[src/rtl/truth_table_sweeper_if.sv]
// ============================================================================
// truth_table_sweeper_if : control, status and stimulus/response bundle
// Rev 1.0
// ============================================================================
`default_nettype none

interface truth_table_sweeper_if;
  logic       start;
  logic       abort;
  logic [2:0] resp_in;
  logic [3:0] vec_out;
  logic       busy;
  logic       done;
  logic       pass;
  logic [4:0] mismatch_count;
  logic       first_fail_vld;
  logic [3:0] first_fail_vec;

  // Controller / logic-under-test side
  modport master (
    output start, abort, resp_in,
    input  vec_out, busy, done, pass, mismatch_count, first_fail_vld, first_fail_vec
  );

  // Sweeper side
  modport slave (
    input  start, abort, resp_in,
    output vec_out, busy, done, pass, mismatch_count, first_fail_vld, first_fail_vec
  );
endinterface

`default_nettype wire

[src/rtl/truth_table_sweeper.sv]
// ============================================================================
// truth_table_sweeper : walks a 4-input vector through 0..15 and checks that
// the three implementation outputs agree (and optionally match a golden table)
// Rev 1.0
// ============================================================================
`default_nettype none

module truth_table_sweeper #(
  parameter int          DWELL_CYCLES = 4,
  parameter bit          CHECK_GOLDEN = 1'b1,
  parameter logic [15:0] EXPECT_TT    = 16'h0000
) (
  input  logic                   clk,
  input  logic                   rst_n,
  truth_table_sweeper_if.slave   bus
);

  localparam int            DW         = (DWELL_CYCLES > 1) ? $clog2(DWELL_CYCLES) : 1;
  localparam logic [DW-1:0] DWELL_LAST = DW'(DWELL_CYCLES - 1);

  typedef enum logic [1:0] {
    IDLE  = 2'd0,
    APPLY = 2'd1,
    DONE  = 2'd2
  } state_t;

  state_t        state_q, state_d;
  logic [3:0]    vec_q, vec_d;
  logic [DW-1:0] dwell_q, dwell_d;
  logic          busy_q, busy_d;
  logic          done_q, done_d;
  logic          pass_q, pass_d;
  logic [4:0]    count_q, count_d;
  logic          ffv_q, ffv_d;
  logic [3:0]    ffvec_q, ffvec_d;

  logic w_begin;
  logic w_sample;
  logic w_disagree;
  logic w_golden_bad;
  logic w_fail;

  assign w_disagree   = (|bus.resp_in) && !(&bus.resp_in);
  assign w_golden_bad = CHECK_GOLDEN && (bus.resp_in[0] != EXPECT_TT[vec_q]);
  // abort discards whatever sample would have been taken this cycle
  assign w_sample     = (state_q == APPLY) && (dwell_q == DWELL_LAST) && !bus.abort;
  assign w_fail       = w_sample && (w_disagree || w_golden_bad);
  assign w_begin      = bus.start && !bus.abort && (state_q != APPLY);

  always_comb begin
    state_d = state_q;
    vec_d   = vec_q;
    dwell_d = dwell_q;
    busy_d  = busy_q;
    done_d  = done_q;
    pass_d  = pass_q;
    count_d = count_q;
    ffv_d   = ffv_q;
    ffvec_d = ffvec_q;

    if (w_fail) begin
      if (count_q != 5'd16) begin
        count_d = count_q + 5'd1;
      end
      if (!ffv_q) begin
        ffv_d   = 1'b1;
        ffvec_d = vec_q;
      end
    end

    case (state_q)
      IDLE: begin
        if (w_begin) begin
          state_d = APPLY;
        end
      end
      APPLY: begin
        if (bus.abort) begin
          state_d = IDLE;
          vec_d   = 4'd0;
          dwell_d = '0;
          busy_d  = 1'b0;
          done_d  = 1'b0;
        end else if (dwell_q == DWELL_LAST) begin
          dwell_d = '0;
          if (vec_q != 4'd15) begin
            vec_d = vec_q + 4'd1;
          end else begin
            state_d = DONE;
            busy_d  = 1'b0;
            done_d  = 1'b1;
            pass_d  = (count_d == 5'd0);
          end
        end else begin
          dwell_d = dwell_q + DW'(1);
        end
      end
      DONE: begin
        if (bus.abort) begin
          state_d = IDLE;
          vec_d   = 4'd0;
          done_d  = 1'b0;
          pass_d  = 1'b0;
        end else if (w_begin) begin
          state_d = APPLY;
        end
      end
      default: begin
        state_d = IDLE;
      end
    endcase

    // A new sweep always starts from vector 0 with all results cleared
    if (w_begin) begin
      vec_d   = 4'd0;
      dwell_d = '0;
      busy_d  = 1'b1;
      done_d  = 1'b0;
      pass_d  = 1'b0;
      count_d = 5'd0;
      ffv_d   = 1'b0;
      ffvec_d = 4'd0;
    end
  end

  always_ff @(posedge clk or negedge rst_n) begin
    if (!rst_n) begin
      state_q <= IDLE;
      vec_q   <= 4'd0;
      dwell_q <= '0;
      busy_q  <= 1'b0;
      done_q  <= 1'b0;
      pass_q  <= 1'b0;
      count_q <= 5'd0;
      ffv_q   <= 1'b0;
      ffvec_q <= 4'd0;
    end else begin
      state_q <= state_d;
      vec_q   <= vec_d;
      dwell_q <= dwell_d;
      busy_q  <= busy_d;
      done_q  <= done_d;
      pass_q  <= pass_d;
      count_q <= count_d;
      ffv_q   <= ffv_d;
      ffvec_q <= ffvec_d;
    end
  end

  assign bus.vec_out        = vec_q;
  assign bus.busy           = busy_q;
  assign bus.done           = done_q;
  assign bus.pass           = pass_q;
  assign bus.mismatch_count = count_q;
  assign bus.first_fail_vld = ffv_q;
  assign bus.first_fail_vec = ffvec_q;

endmodule

`default_nettype wire

[src/flat_wrapper.sv]
// flat-port wrapper written by rule: the top's interface ports become plain ports
module truth_table_sweeper_flat 
#(
  parameter int          DWELL_CYCLES = 4,
  parameter bit          CHECK_GOLDEN = 1'b1,
  parameter logic [15:0] EXPECT_TT    = 16'h0000
)
  (clk, rst_n, bus_start, bus_abort, bus_resp_in, bus_vec_out, bus_busy, bus_done, bus_pass, bus_mismatch_count, bus_first_fail_vld, bus_first_fail_vec);
  truth_table_sweeper_if bus_i ();
  input  logic clk;
  input  logic rst_n;
  input wire logic [$bits(bus_i.start)-1:0] bus_start;
  input wire logic [$bits(bus_i.abort)-1:0] bus_abort;
  input wire logic [$bits(bus_i.resp_in)-1:0] bus_resp_in;
  output wire logic [$bits(bus_i.vec_out)-1:0] bus_vec_out;
  output wire logic [$bits(bus_i.busy)-1:0] bus_busy;
  output wire logic [$bits(bus_i.done)-1:0] bus_done;
  output wire logic [$bits(bus_i.pass)-1:0] bus_pass;
  output wire logic [$bits(bus_i.mismatch_count)-1:0] bus_mismatch_count;
  output wire logic [$bits(bus_i.first_fail_vld)-1:0] bus_first_fail_vld;
  output wire logic [$bits(bus_i.first_fail_vec)-1:0] bus_first_fail_vec;
  assign bus_i.start = bus_start;
  assign bus_i.abort = bus_abort;
  assign bus_i.resp_in = bus_resp_in;
  assign bus_vec_out = bus_i.vec_out;
  assign bus_busy = bus_i.busy;
  assign bus_done = bus_i.done;
  assign bus_pass = bus_i.pass;
  assign bus_mismatch_count = bus_i.mismatch_count;
  assign bus_first_fail_vld = bus_i.first_fail_vld;
  assign bus_first_fail_vec = bus_i.first_fail_vec;
  truth_table_sweeper #(.DWELL_CYCLES(DWELL_CYCLES), .CHECK_GOLDEN(CHECK_GOLDEN), .EXPECT_TT(EXPECT_TT)) u_core (.clk(clk), .rst_n(rst_n), .bus(bus_i));
endmodule
[config.mk]
export PLATFORM = sky130hd
export DESIGN_NAME = truth_table_sweeper_flat
export DESIGN_NICKNAME = d
export VERILOG_FILES = /design/src/rtl/truth_table_sweeper_if.sv /design/src/rtl/truth_table_sweeper.sv /design/src/flat_wrapper.sv
export SDC_FILE = /design/constraint.sdc
export NUM_CORES = 1
export LEC_CHECK = 0
export BUFFER_PORTS_ARGS = -buffer_cell sky130_fd_sc_hd__buf_4
export CAP_MARGIN = 40
export CORE_ASPECT_RATIO = 1.1
export CORE_UTILIZATION = 30
export CTS_BUF_LIST = sky130_fd_sc_hd__clkbuf_2
export DETAILED_ROUTE_END_ITERATION = 6
export HOLD_SLACK_MARGIN = 0.06
export PLACE_DENSITY = 0.5
export SKIP_LAST_GASP = 1
export SYNTH_ARGS = -nofsm -noshare
export SYNTH_HDL_FRONTEND = slang
export SYNTH_SLANG_ARGS = --single-unit
[constraint.sdc]
create_clock -name clk -period 3.1 [get_ports clk]
set_input_delay 0 -clock clk [delete_from_list [all_inputs] [get_ports clk]]
set_output_delay 0 -clock clk [all_outputs]
set_load 0.02 [all_outputs]
==> results.sh <==
export IMPL_status="completed"
export IMPL_final_setup_tns_ns=0
export IMPL_n_fill_cell=416
export IMPL_path_max_fanout=10
export IMPL_cts_tree="built"
export IMPL_grt_ovfl_total=0
export IMPL_h_tree_depth=1
export IMPL_timing_fmax_mhz=445
export IMPL_r2r_end="u_core.bus.pass"
export IMPL_holdPathStages=4
export IMPL_vdd_drop_max_v=0.000281
export IMPL_insertion_delay_ns=0.32
export IMPL_p_per_area_nw_per_um2=579
export IMPL_synthMuxAreaShare=0.0158
export IMPL_place_gp_congestion=0.760
export IMPL_grt_total_usage=0.141
export IMPL_finClkSkew_ns=0.0138
export IMPL_io_pins=24
export IMPL_grt_max_degree=20
export IMPL_drv_slew=0
export IMPL_end_kind="flop"
export IMPL_synth_top_cell_area_share=0.415
export IMPL_synth_simple_area_share=0.215
export IMPL_wire_per_inst_um=13.4
export IMPL_via_per_inst=4.98
export IMPL_clkPwrFrac=0.132
export IMPL_nets=172
export IMPL_min_path_type="input port to flop"
export IMPL_cts_buffers=3
export IMPL_rows=24
export IMPL_syn2layout_area_growth_pct=22.2
export IMPL_critical_path_class="flop to flop"
export IMPL_reg2reg_from="u_core.state_q[1]"
export IMPL_syn_avg_cell_area_sq_um=10.0
export IMPL_worst_slew_pin_slew_ns=0.414
export IMPL_synth_area_sq_um=1260
export IMPL_critical_path_arrival_ns=2.48
export IMPL_yosysTopAreaCell="dfrtp_1"
export IMPL_p_int_uw=525
export IMPL_insertedDiodeCount=0
export IMPL_netSwitchingPower_uw=370
export IMPL_timing_final_setup_violations=0
export IMPL_dpl_hpwl_um=2090
export IMPL_reg2reg_slack_ns=0.86
export IMPL_holdWs_ns=0.317
export IMPL_synth_compound_area_frac=0.174
export IMPL_postSynthCellCount=126
export IMPL_synthXorXnorAreaFrac=0.0396
export IMPL_synth_nets=142
export IMPL_dieArea_sq_um=4480
export IMPL_p_sw_frac=0.414
export IMPL_ys_seq_area_frac=0.415
export IMPL_drc=0
export IMPL_drive_above_1_share=0.232
export IMPL_synth_ff_type="dfrtp_1"
export IMPL_fin_crit_ns=2.24
export IMPL_combPwrFrac=0.424
export IMPL_netlist_top_cells_count="21 x dfrtp_1, 11 x nand2_1, 10 x nor2_1, 9 x ha_1"
export IMPL_detail_route_antenna_nets=0
export IMPL_yosys_warnings=0
export IMPL_post_cts_setup_buffers=0
export IMPL_critPathRequiredTime_ns=3.34
export IMPL_clock_sinks=21
export IMPL_slew_limit_headroom=0.724
export IMPL_synth_fa_ha_area_frac=0.0890
export IMPL_dieHeight_um=70.1
export IMPL_port_buffers=23
export IMPL_rsz0062_at_grt="no"
export IMPL_vias=1030
export IMPL_cts_root_buf="clkbuf_2"
export IMPL_min_from="bus_resp_in[2]"
export IMPL_post_route_period_util=0.724
export IMPL_start_kind="flop"
export IMPL_clockBufferDepth=2
export IMPL_antenna_found_initial=0
export IMPL_first_pass_iters=4
export IMPL_p_leak_nw=0.794
export IMPL_synth_top_family_by_area="simple AND/OR/NAND/NOR gates"
export IMPL_wl_um=2780
export IMPL_reg2regPathDepth=7
export IMPL_hold_path_end="u_core.bus.first_fail_vld"
export IMPL_final_core_util=0.387
export IMPL_drv_cap=0
export IMPL_path_clk_slew_ns=0.22
export IMPL_hold_violations=0
export IMPL_async_flop_share=1.00
export IMPL_synth_edff_count=0
export IMPL_die_x_um=63.9
export IMPL_synth_most_common_cell="dfrtp_1"
export IMPL_synth_distinct_cells=37
export IMPL_seq_power_share=0.444
export IMPL_synth_seq_cells=21
export IMPL_ys_top_cells_by_area="dfrtp_1 42%, ha_1 8.9%, nand2_1 3.3%, o21ai_0 3.2%, a21o_1 3.0%"
export IMPL_initial_core_util=0.317
export IMPL_grt_pass1_vias=1078
export IMPL_grt_pass1_wl_um=4950
export IMPL_core_area_sq_um=3990
export IMPL_drt_iter0_markers=28
-- kinds of logic (layout without fill, tap and decap cells) --
family,after synthesis,count (layout)
buf+inv,12,41
mux,2,2
xor+xnor,4,4
fa+ha+maj,9,9
compound gates,32,32
simple gates,46,46
flops,21,21
-- cells in the final DEF (no fill, tap or decap), drive strengths merged, types with 4 or more instances in the layout --
master,count
buf,24
dfrtp,21
nand2,11
nor2,10
ha,9
inv,8
o21ai,8
a21oi,6
a21o,5
dlygate4sd3,5
nor3b,5
xnor2,4
-- how the worst max path moves through the flow --
stage	start	endpoint	slack, ns	cells past startpoint
after floorplan	u_core.state_q[1]	u_core.bus.pass	1.19	8
after global placement	u_core.state_q[1]	u_core.bus.pass	0.99	7
after detailed placement	u_core.state_q[1]	u_core.bus.pass	0.88	7
after CTS	u_core.state_q[1]	u_core.bus.pass	0.85	7
after global routing	u_core.state_q[1]	u_core.bus.pass	0.72	7
final	u_core.state_q[1]	u_core.bus.pass	0.86	7
-- through the flow --
stage / power (mW) / cells / instance area [sq um] / setup WS, ns
floorplan: 0.639 / 126 / 1260 / 1.19
global placement: 0.769 / 198 / 1480 / 0.988
detailed placement: 0.778 / 198 / 1480 / 0.877
CTS: 0.902 / 207 / 1550 / 0.847
global route: 0.968 / 207 / 1550 / 0.724
finish: 0.895 / 207 / 1550 / 0.855
-- power groups by stage --
stage | Clock (mW) | Combinational (mW) | Sequential (mW)
after detailed placement | 0 | 0.376 | 0.402
final | 0.118 | 0.379 | 0.398
after global placement | 0 | 0.370 | 0.399
after global routing | 0.135 | 0.424 | 0.408
after floorplan | 0 | 0.205 | 0.434
after CTS | 0.122 | 0.383 | 0.396
-- sequential cells by signal, indices dropped and copies added (netlist names) --
name / cells
u_core.bus.vec_out: 4
u_core.dwell_q: 2
u_core.bus.mismatch_count: 5
u_core.bus.first_fail_vld: 1
u_core.bus.done: 1
u_core.bus.first_fail_vec: 4
u_core.state_q: 2
u_core.bus.pass: 1
u_core.bus.busy: 1
-- layer usage --
metal  part of all wire  global-route usage  wire [um]  up-vias
met3              0.031              0.0294         86        4
li1                   -                   -          -      505
met5                  0                   0          0        -
met1               0.49               0.186       1360      502
met2               0.46               0.221       1290       19
met4              0.015              0.0581         41        0
-- repair_timing --
action,4_1_cts,5_1_grt
endpoints found under the hold margin,29,0
hold buffers,5,0
endpoints found under the setup margin,0,0
resized for setup,0,0
-- worst max-delay path: stages, from the launching register on --
cell	delay (ns)
dfrtp_1	0.46
inv_1	0.11
ha_1	0.27
nor2b_4	0.23
o311a_1	0.44
nand4_2	0.17
xnor2_2	0.17
o41ai_2	0.32
-- area by class of cell --
cell class | instances | area [sq um] | share of cell area
clock buffer | 3 | 15.0 | 0.00972
multi-input combinational | 93 | 674 | 0.436
tap | 52 | 65.1 | 0.0421
sequential | 21 | 526 | 0.340
clock inverter | 1 | 5.00 | 0.00324
timing repair buffer | 29 | 230 | 0.149
inverter | 8 | 30.0 | 0.0194
Note: power is estimated with default switching activity, not from simulation.
